[src/rtl/mdu_if.sv]
// mdu_if: EX <-> multiply/divide sequencer handshake bundle.
//   start_i    : EX holds an M-op (op/operands stable while stallreq_o=1)
//   op_i       : RV32M funct3
//   reg1_i     : rs1 value (multiplicand / dividend)
//   reg2_i     : rs2 value (multiplier / divisor)
//   annul_i    : flush, abort current op
//   result_o   : result, valid while ready_o=1
//   ready_o    : one-cycle result-valid pulse
//   stallreq_o : pipeline hold request
//   busy_o     : sequencer not idle
// master = EX side, slave = mdu_ctrl.
interface mdu_if;
    logic        start_i;
    logic [2:0]  op_i;
    logic [31:0] reg1_i;
    logic [31:0] reg2_i;
    logic        annul_i;
    logic [31:0] result_o;
    logic        ready_o;
    logic        stallreq_o;
    logic        busy_o;

    modport master (
        output start_i, op_i, reg1_i, reg2_i, annul_i,
        input  result_o, ready_o, stallreq_o, busy_o
    );

    modport slave (
        input  start_i, op_i, reg1_i, reg2_i, annul_i,
        output result_o, ready_o, stallreq_o, busy_o
    );
endinterface

[src/rtl/mdu_ctrl.sv]
// mdu_ctrl: iterative RV32M multiply/divide sequencer for the execute stage.
// Runs one op over 32 CALC cycles (restoring divide / shift-add multiply) or
// through a single-cycle fast path for RISC-V special cases, stalling EX
// until the result is presented for one cycle.
// Ports:
//   clk : core clock, rising edge
//   rst : asynchronous reset, active-low
//   bus : mdu_if.slave (start/op/operands/annul in; result/ready/stall/busy out)
// Build option: define MDU_MUL_EN to include the multiplier; when undefined,
// multiply ops take the fast path and return 0.
module mdu_ctrl (
    input  logic clk,
    input  logic rst,
    mdu_if.slave bus
);
    localparam int unsigned W  = 32;
    localparam int unsigned DW = 64;
    localparam int unsigned CW = 6;

    typedef enum logic [1:0] {IDLE, CALC, DONE} state_e;

    state_e          state_q, state_d;
    logic [CW-1:0]   cnt_q, cnt_d;
    logic [DW-1:0]   wr_q, wr_d;
    logic [W-1:0]    opnd_q, opnd_d;
    logic            rem_q, rem_d;
    logic            neg_res_q, neg_res_d;
    logic            neg_rem_q, neg_rem_d;
    logic [W-1:0]    result_q, result_d;
`ifdef MDU_MUL_EN
    logic            mul_q, mul_d;
    logic            mul_lo_q, mul_lo_d;
    logic [W:0]      sum_c;
    logic [DW-1:0]   prod_c;
`endif

    logic            accept_c;
    logic            sgn_ops_c, hsu_c;
    logic [W-1:0]    abs1_c, abs2_c;
    logic            neg_res_c, neg_rem_c;
    logic            special_c;
    logic [W-1:0]    spec_res_c;
    logic [W:0]      diff_c;
    logic [DW-1:0]   step_c;
    logic [W-1:0]    quot_c, remv_c, fin_c;

    assign accept_c = (state_q == IDLE) && bus.start_i && !bus.annul_i;

    // Operand decode: magnitudes, sign fix-up flags, special-case detection
    always_comb begin
        sgn_ops_c  = (bus.op_i == 3'b000) || (bus.op_i == 3'b001) ||
                     (bus.op_i == 3'b100) || (bus.op_i == 3'b110);
        hsu_c      = (bus.op_i == 3'b010);
        abs1_c     = ((sgn_ops_c || hsu_c) && bus.reg1_i[W-1]) ? W'(~bus.reg1_i + 32'd1) : bus.reg1_i;
        abs2_c     = (sgn_ops_c && bus.reg2_i[W-1]) ? W'(~bus.reg2_i + 32'd1) : bus.reg2_i;
        // MULHSU: only rs1 is signed, so its sign alone decides the product sign
        neg_res_c  = sgn_ops_c ? (bus.reg1_i[W-1] ^ bus.reg2_i[W-1]) : (hsu_c && bus.reg1_i[W-1]);
        neg_rem_c  = sgn_ops_c && bus.reg1_i[W-1];
        special_c  = 1'b0;
        spec_res_c = '0;
        if (bus.op_i[2]) begin
            if (bus.reg2_i == '0) begin
                special_c  = 1'b1;
                spec_res_c = bus.op_i[1] ? bus.reg1_i : '1;
            end else if (!bus.op_i[0] && (bus.reg1_i == 32'h8000_0000) && (bus.reg2_i == '1)) begin
                special_c  = 1'b1;
                spec_res_c = bus.op_i[1] ? '0 : 32'h8000_0000;
            end
        end
`ifndef MDU_MUL_EN
        if (!bus.op_i[2]) special_c = 1'b1;
`endif
    end

    // One iteration step on the working register
    always_comb begin
        // 33-bit trial subtract on the shifted partial remainder
        diff_c = wr_q[DW-1:W-1] - {1'b0, opnd_q};
        step_c = diff_c[W] ? {wr_q[DW-2:0], 1'b0} : {diff_c[W-1:0], wr_q[W-2:0], 1'b1};
`ifdef MDU_MUL_EN
        sum_c = {1'b0, wr_q[DW-1:W]} + {1'b0, opnd_q};
        if (mul_q) step_c = wr_q[0] ? {sum_c, wr_q[W-1:1]} : {1'b0, wr_q[DW-1:1]};
`endif
    end

    // Sign fix-up applied to the final step's value
    always_comb begin
        quot_c = neg_res_q ? W'(~step_c[W-1:0] + 32'd1) : step_c[W-1:0];
        remv_c = neg_rem_q ? W'(~step_c[DW-1:W] + 32'd1) : step_c[DW-1:W];
        fin_c  = rem_q ? remv_c : quot_c;
`ifdef MDU_MUL_EN
        prod_c = neg_res_q ? DW'(~step_c + 64'd1) : step_c;
        if (mul_q) fin_c = mul_lo_q ? prod_c[W-1:0] : prod_c[DW-1:W];
`endif
    end

    // State register
    always_ff @(posedge clk or negedge rst) begin
        if (!rst) state_q <= IDLE;
        else      state_q <= state_d;
    end

    // Next-state logic
    always_comb begin
        state_d = state_q;
        case (state_q)
            IDLE:    if (accept_c) state_d = special_c ? DONE : CALC;
            CALC:    if (cnt_q == CW'(31)) state_d = DONE;
            DONE:    state_d = IDLE;
            default: state_d = IDLE;
        endcase
        if (bus.annul_i) state_d = IDLE;
    end

    // Datapath next values
    always_comb begin
        cnt_d     = cnt_q;
        wr_d      = wr_q;
        opnd_d    = opnd_q;
        rem_d     = rem_q;
        neg_res_d = neg_res_q;
        neg_rem_d = neg_rem_q;
        result_d  = result_q;
`ifdef MDU_MUL_EN
        mul_d     = mul_q;
        mul_lo_d  = mul_lo_q;
`endif
        case (state_q)
            IDLE: if (accept_c) begin
                cnt_d     = '0;
                rem_d     = bus.op_i[1];
                neg_res_d = neg_res_c;
                neg_rem_d = neg_rem_c;
                wr_d      = {32'd0, abs1_c};
                opnd_d    = abs2_c;
`ifdef MDU_MUL_EN
                mul_d     = !bus.op_i[2];
                mul_lo_d  = (bus.op_i == 3'b000);
                // Multiplier shifts through the low half; multiplicand is added
                if (!bus.op_i[2]) begin
                    wr_d   = {32'd0, abs2_c};
                    opnd_d = abs1_c;
                end
`endif
                if (special_c) result_d = spec_res_c;
            end
            CALC: begin
                wr_d  = step_c;
                cnt_d = cnt_q + 6'd1;
                if (cnt_q == CW'(31)) result_d = fin_c;
            end
            DONE:    result_d = '0;
            default: result_d = '0;
        endcase
        if (bus.annul_i) result_d = '0;
    end

    // Datapath registers
    always_ff @(posedge clk or negedge rst) begin
        if (!rst) begin
            cnt_q     <= '0;
            wr_q      <= '0;
            opnd_q    <= '0;
            rem_q     <= 1'b0;
            neg_res_q <= 1'b0;
            neg_rem_q <= 1'b0;
            result_q  <= '0;
`ifdef MDU_MUL_EN
            mul_q     <= 1'b0;
            mul_lo_q  <= 1'b0;
`endif
        end else begin
            cnt_q     <= cnt_d;
            wr_q      <= wr_d;
            opnd_q    <= opnd_d;
            rem_q     <= rem_d;
            neg_res_q <= neg_res_d;
            neg_rem_q <= neg_rem_d;
            result_q  <= result_d;
`ifdef MDU_MUL_EN
            mul_q     <= mul_d;
            mul_lo_q  <= mul_lo_d;
`endif
        end
    end

    // Outputs decoded from state; flush and reset force the handshake low
    always_comb begin
        bus.stallreq_o = 1'b0;
        bus.ready_o    = 1'b0;
        bus.busy_o     = (state_q != IDLE);
        bus.result_o   = result_q;
        case (state_q)
            IDLE:    bus.stallreq_o = bus.start_i;
            CALC:    bus.stallreq_o = 1'b1;
            DONE:    bus.ready_o    = 1'b1;
            default: bus.stallreq_o = 1'b0;
        endcase
        if (bus.annul_i || !rst) begin
            bus.stallreq_o = 1'b0;
            bus.ready_o    = 1'b0;
        end
    end
endmodule

[src/flat_wrapper.sv]
// flat-port wrapper written by rule: the top's interface ports become plain ports
module mdu_ctrl_flat 
  (clk, rst, bus_start_i, bus_op_i, bus_reg1_i, bus_reg2_i, bus_annul_i, bus_result_o, bus_ready_o, bus_stallreq_o, bus_busy_o);
  mdu_if bus_i ();
  input  logic clk;
  input  logic rst;
  input wire logic [$bits(bus_i.start_i)-1:0] bus_start_i;
  input wire logic [$bits(bus_i.op_i)-1:0] bus_op_i;
  input wire logic [$bits(bus_i.reg1_i)-1:0] bus_reg1_i;
  input wire logic [$bits(bus_i.reg2_i)-1:0] bus_reg2_i;
  input wire logic [$bits(bus_i.annul_i)-1:0] bus_annul_i;
  output wire logic [$bits(bus_i.result_o)-1:0] bus_result_o;
  output wire logic [$bits(bus_i.ready_o)-1:0] bus_ready_o;
  output wire logic [$bits(bus_i.stallreq_o)-1:0] bus_stallreq_o;
  output wire logic [$bits(bus_i.busy_o)-1:0] bus_busy_o;
  assign bus_i.start_i = bus_start_i;
  assign bus_i.op_i = bus_op_i;
  assign bus_i.reg1_i = bus_reg1_i;
  assign bus_i.reg2_i = bus_reg2_i;
  assign bus_i.annul_i = bus_annul_i;
  assign bus_result_o = bus_i.result_o;
  assign bus_ready_o = bus_i.ready_o;
  assign bus_stallreq_o = bus_i.stallreq_o;
  assign bus_busy_o = bus_i.busy_o;
  mdu_ctrl u_core (.clk(clk), .rst(rst), .bus(bus_i));
endmodule
[config.mk]
export PLATFORM = sky130hd
export DESIGN_NAME = mdu_ctrl_flat
export DESIGN_NICKNAME = d
export VERILOG_FILES = /design/src/rtl/mdu_if.sv /design/src/rtl/mdu_ctrl.sv /design/src/flat_wrapper.sv
export SDC_FILE = /design/constraint.sdc
export NUM_CORES = 1
export LEC_CHECK = 0
export BUFFER_PORTS_ARGS = -buffer_cell sky130_fd_sc_hd__buf_2
export CAP_MARGIN = 20
export CORE_ASPECT_RATIO = 0.75
export CORE_MARGIN = 1.5
export CORE_UTILIZATION = 45
export CTS_CLUSTER_DIAMETER = 50
export DETAILED_ROUTE_END_ITERATION = 10
export GPL_TIMING_DRIVEN = 1
export HOLD_SLACK_MARGIN = 0.15
export PLACE_DENSITY = 0.77
export SYNTH_ARGS = -nofsm -noshare
export SYNTH_HDL_FRONTEND = slang
export SYNTH_SLANG_ARGS = --single-unit
[constraint.sdc]
create_clock -name clk -period 4.22 [get_ports clk]
set_input_delay 0.633 -clock clk [delete_from_list [all_inputs] [get_ports clk]]
set_output_delay 0.633 -clock clk [all_outputs]
set_load 0.005 [all_outputs]
==> After elaboration in Yosys (flattened, before gate mapping) <==
Index checks and enable logic that the tools add are counted.
Widths: inputs -> output; s select.
{ "op_classes": {"muxes": 33, "div_mod_pow": 0, "addsub": 6, "shifts": 0, "n_bitwise": 5, "n_eq_ne": 13, "n_mul": 0, "reduce_logical": 25, "magnitude_cmp": 0} }
{ "op_table": {"columns": ["cell", "count"], "rows": [
  ["$mux 32", 14],
  ["$add 32x1->32 const B", 4],
  ["$mux 64", 2],
  ["$not 32->32", 4],
  ["$pmux 64 s2", 1],
  ["$eq 32x32->1 const B", 2],
  ["$pmux 32 s2", 1],
  ["$sub 33x32->33", 1],
  ["$logic_not 32->1", 1],
  ["$pmux 6 s2", 1],
  ["$ne 3x2->1 const B", 3],
  ["$logic_and 1x1->1", 8],
  ["$mux 2", 4],
  ["$mux 1", 7],
  ["$add 6x1->6 const B", 1],
  ["$eq 3x3->1 const B", 2],
  ["$eq 6x5->1 const B", 1],
  ["$mux 6", 1],
  ["$reduce_and 2->1", 3],
  ["$logic_or 1x1->1", 5],
  ["$pmux 2 s2", 1],
  ["$reduce_bool 2->1", 2],
  ["$eq 3x1->1 const B", 1],
  ["$eq 3x2->1 const B", 1],
  ["other kinds (9)", 11]
]} }
{ "totals": {"latch_bits": 0, "word_cells": 90, "mem_bits_ro": 0, "register_bits": 139, "n_memories": 0, "mem_bits_rw": 0} }

==> Depth between registers and ports, before layout <==
{ "depth": {"word_depth": 10, "depth_mapped": 24, "mapped_depth_nobuf": 21} }

==> Least setup slack after synthesis <==
Ideal clock, no wire load.
{ "synth_path": {"kind": "register -> register", "from": "register u_core.wr_q[31]", "to": "register u_core.result_q[26], in the netlist u_core.bus.result_o[26]", "n_path_buf": 3, "required_time_ns": 4.098, "arrival_ns": 4.501, "setup_ns": 0.122, "stages_incl_launch_ff": 24, "slack_ns": -0.403, "path_cell_list": "dfrtp_1 > inv_1 > ha_1 > fa_1 > nor2b_1 > o2111ai_1 > a21oi_2 > a211o_1 > a31oi_2 > xnor2_2 > inv_2 > buf_6 > buf_4 > clkbuf_1 > a21oi_1 > ha_1 > inv_1 > nor3_1 > mux2i_1 > a21o_1 > o41ai_1 > xnor2_1 > nand3_1 > a32o_1"} }
{ "synth_via": {"elab_chain_cells": 9} }
{ "synth_rtl": {"columns": ["element", "line_no", "source"], "rows": [
  ["start, declared", "mdu_ctrl.sv:24", "logic [DW-1:0] wr_q, wr_d;"],
  ["start signal, assigned", "mdu_ctrl.sv:174", "wr_q <= wr_d;"],
  ["$sub 33x32->33", "mdu_ctrl.sv:78", "diff_c = wr_q[DW-1:W-1] - {1'b0, opnd_q};"],
  ["$mux 64 *", "mdu_ctrl.sv:79", "step_c = diff_c[W] ? {wr_q[DW-2:0], 1'b0} : {diff_c[W-1:0], wr_q[W-2:0], 1'b1};"],
  ["$not 32->32 (on tied branches)", "mdu_ctrl.sv:88, mdu_ctrl.sv:89", null],
  ["$add 32x1->32 (on tied branches)", "mdu_ctrl.sv:88, mdu_ctrl.sv:89", null],
  ["$mux 32 (on tied branches)", "mdu_ctrl.sv:88, mdu_ctrl.sv:89", null],
  ["$mux 32 *", "mdu_ctrl.sv:90", "fin_c = rem_q ? remv_c : quot_c;"],
  ["$mux 32 *", "mdu_ctrl.sv:150", "if (cnt_q == CW'(31)) result_d = fin_c;"],
  ["$pmux 32 s2 *", "mdu_ctrl.sv:128", "case (state_q)"],
  ["$mux 32 *", "mdu_ctrl.sv:155", "if (bus.annul_i) result_d = '0;"],
  ["end signal, assigned", "mdu_ctrl.sv:179", "result_q <= result_d;"],
  ["end, declared", "mdu_ctrl.sv:29", "logic [W-1:0] result_q, result_d;"]
]} }
Every way passes the cells marked *; elsewhere a longest branch is shown, timed or not. The select of a mux whose other input is x is not followed.
A chain may end at the register's enable or synchronous reset.

==> Worst setup path after layout <==
{ "layout_path": {"from": "register u_core.wr_q[31]", "to": "register u_core.result_q[28], in the netlist u_core.bus.result_o[28]"} }
The elaborated chain is that of the path after synthesis.

==> results.json <==
{
  "status": "complete, no violations",
  "vias_per_cell": 6.32,
  "fin_hold_ws_ns": 0.192,
  "crit_required_ns": 4.57,
  "synth.distinct_cells": 78,
  "postRouteAntennaNets": 0,
  "path_clk_slew_ns": 0.07,
  "ys_seq_area_frac": 0.304,
  "reg2reg_slack_ns": 0.05,
  "cp_slowest_cell": "fa_2",
  "die_w_um": 187,
  "io_pins": 106,
  "cellPowerDensity_nw_per_um2": 791,
  "overflow": 0,
  "core_um2": 25000,
  "grt_pass1_vias": 10800,
  "dr_total_vias": 12100,
  "gr-usage-all-layers": 0.298,
  "die-area_um2": 26400,
  "fillers": 2317,
  "fmax_mhz": 240,
  "end_kind": "register",
  "finalSetupTns_ns": 0,
  "cts.sinks": 139,
  "peakVddDrop_v": 0.000463,
  "grt_max_degree": 74,
  "syn_to_final_growth_pct": 18.0,
  "portBuffers": 105,
  "avgSynthCellArea_um2": 7.87,
  "crit_path_max_fanout": 7,
  "maxSlewHeadroom": 0.251,
  "multi_input_area_um2": 7570,
  "grt_pass1_wl_mm": 61.7,
  "reg2regPathDepth": 21,
  "clockBufferDepth": 2,
  "fin_crit_sh": 0.987,
  "layout.area.seq_um2": 3480,
  "hold_path.class": "in -> async",
  "dieHeight_um": 141,
  "async_flop_share": 1.00,
  "dr.pass1.iters": 6,
  "power_leakage_nw": 5.75,
  "gp_congestion": 0.980,
  "rr_endpoint": "u_core.bus.result_o[28]",
  "cap_violations": 0,
  "drc": 0,
  "stdcell_count": 1916,
  "syn-instance-count": 1451,
  "worstSkewPairLatency_ns": 0.44,
  "finalNetCount": 1675,
  "cp.arrival_ns": 4.51,
  "synth_edf_count": 0,
  "start_util": 0.458,
  "dp_cells": 1877,
  "tritoncts": "yes",
  "routedWlPerCell_um": 20.6,
  "r2r_start": "u_core.wr_q[31]",
  "worst_pin_slew_ns": 1.12,
  "clock_skew_ns": 0.0105,
  "finalHoldViolations": 0,
  "ys_warn_count": 0,
  "antenna_found_initial": 0,
  "worst_path_largest_cell_delay_ns": 0.38,
  "path_cells": "inv_1 > ha_2 > fa_2 > nor2b_4 > o2111ai_4 > a21oi_2 > a211o_1 > a31oi_4 > xnor2_4 > inv_4 > nor2_4 > a21oi_4 > ha_2 > inv_4 > nor3_4 > mux2i_4 > a21o_4 > o41ai_4 > xnor2_1 > a21o_1 > a311oi_2",
  "synth_flop_cell": "dfrtp_1",
  "antenna_cells": 0,
  "ys_ff_latch": 139,
  "synthesis.area_um2": 11400,
  "drive_above_1_share": 0.168,
  "setup.worst_path.class": "reg -> reg",
  "num_rows": 50,
  "cts_root_buf": "clkbuf_16",
  "setup_viol": 0,
  "dpl.hpwl_mm": 29.4,
  "h-tree-depth": 4,
  "final_max_slew_viol_count": 0,
  "cts_buffers": 17,
  "syn_nets": 1561,
  "min_period_ns": 4.17,
  "totalWireLength_mm": 39.5,
  "drt_iter0_drc": 1449,
  "start_kind": "register",
  "rsz0062_at_grt": "yes"
}
Yosys cell counts (all sizes together), types with 8 or more instances:
cell | count | area, µm²
a211oi | 9 | 72.6
a21o | 12 | 90.1
a21oi | 90 | 454
a22oi | 35 | 263
a31oi | 17 | 113
and2 | 13 | 81.3
buf | 20 | 125
clkbuf | 62 | 233
dfrtp | 139 | 3480
ha | 38 | 475
inv | 65 | 244
mux2i | 26 | 260
nand2 | 144 | 541
nand2b | 17 | 114
nand3 | 51 | 255
nand4 | 21 | 131
nor2 | 106 | 400
nor3 | 34 | 175
nor4 | 20 | 125
o211ai | 10 | 75.1
o21ai | 200 | 1010
o221ai | 8 | 70.1
o31ai | 31 | 233
o41ai | 12 | 113
or2 | 8 | 50.1
or3 | 23 | 154
or4 | 10 | 78.8
xnor2 | 80 | 708
xor2 | 65 | 569
sequential cells by signal (all words and copies together) (netlist names):
name / count
u_core.bus.result_o: 32
u_core.neg_rem_q: 1
u_core.state_q: 2
u_core.opnd_q: 32
u_core.cnt_q: 6
u_core.rem_q: 1
u_core.wr_q: 64
u_core.neg_res_q: 1
where the power goes:
part / internal (W) / total, W / switching [W]
clock: 0.00107 / 0.00174 / 0.000666
combinational: 0.00266 / 0.00682 / 0.00416
sequential: 0.00168 / 0.00210 / 0.000428
total: 0.00541 / 0.0107 / 0.00525
per-stage QoR:
stage | instance area, µm² | power (W) | utilization | setup WS [ns]
after global routing | 13500 | 0.0113 | 0.540 | -0.121
after detailed placement | 12600 | 0.00841 | 0.505 | -0.0182
after CTS | 13300 | 0.0102 | 0.532 | -0.0352
after floorplan | 11500 | 0.00655 | - | 0.00233
after global placement | 12600 | 0.00832 | 0.505 | 0.126
final | 13500 | 0.0107 | 0.540 | 0.0540
metal layers:
metal,share of wire,vias to the layer above,track usage
met5,0,-,0
met4,0.017,0,0.0734
met3,0.10,61,0.0630
met2,0.41,686,0.425
met1,0.47,5860,0.453
li1,-,5506,-
placed cells by master (no fill, tap or decap), types with 7 or more instances in the layout:
master     count
dfrtp_1      139
xor2_1        65
nor4_1        20
a22oi_1       35
o41ai_1       10
a31oi_1       16
o211ai_1      10
a211oi_1       7
and2_1        13
buf_2        104
or4_1          9
o21ai_1        8
a21oi_1       87
nor3_1        30
xnor2_1       79
ha_1          36
clkbuf_16     17
nand4_1       21
nand2b_1      15
or3_1         21
nand3_1       51
buf_4         70
nand2_1      143
mux2i_1       25
a21o_1        11
inv_1         63
o31ai_1       29
nor2_1       101
o21ai_0      189
or2_2          8
o221ai_1       7
timing repair:
item,4_1_cts,5_1_grt
hold endpoints to repair,0,0
resized for setup,3,23
buffers inserted,0,6
pin swaps,0,22
hold buffers,0,0
endpoints found under the setup margin,5,16
cells by family after synthesis:
| kind of cell | Yosys count | synth area share |
|---|---|---|
| buf+inv | 147 | 0.0527 |
| flops | 139 | 0.304 |
| simple gates | 471 | 0.200 |
| xor+xnor | 145 | 0.112 |
| fa+ha+maj | 39 | 0.0434 |
| compound gates | 480 | 0.261 |
| mux | 30 | 0.0267 |
how the worst max path moves through the flow:
stage,end,cells past startpoint,slack (ns),start
2_1_floorplan,u_core.bus.result_o[26],23,0.002,u_core.wr_q[31]
3_5_place_dp,u_core.bus.result_o[30],21,-0.02,u_core.opnd_q[0]
3_3_place_gp,u_core.bus.result_o[30],20,0.13,u_core.wr_q[54]
5_1_grt,u_core.bus.result_o[26],22,-0.12,u_core.wr_q[31]
6_report,u_core.bus.result_o[28],21,0.05,u_core.wr_q[31]
4_1_cts,u_core.bus.result_o[30],22,-0.04,u_core.wr_q[31]
worst max-delay path, delay by kind of cell (launching register included):
family / cells / cell delay [ns]
xor gates and xnor gates: 2 / 0.29
adders and majority gates: 3 / 0.78
and+or+nand+nor: 3 / 0.42
AOI/OAI and AO/OA: 9 / 1.85
muxes: 1 / 0.11
DFF: 1 / 0.37
buffers and inverters: 3 / 0.24
area by class of cell:
type,instances,area share
timing repair buffer,177,0.0814
clock inverter,13,0.0159
sequential,139,0.258
multi-input combinational,1165,0.562
clock buffer,19,0.0329
inverter,65,0.0185
tap,338,0.0314
(Power assumes the default switching activity.)
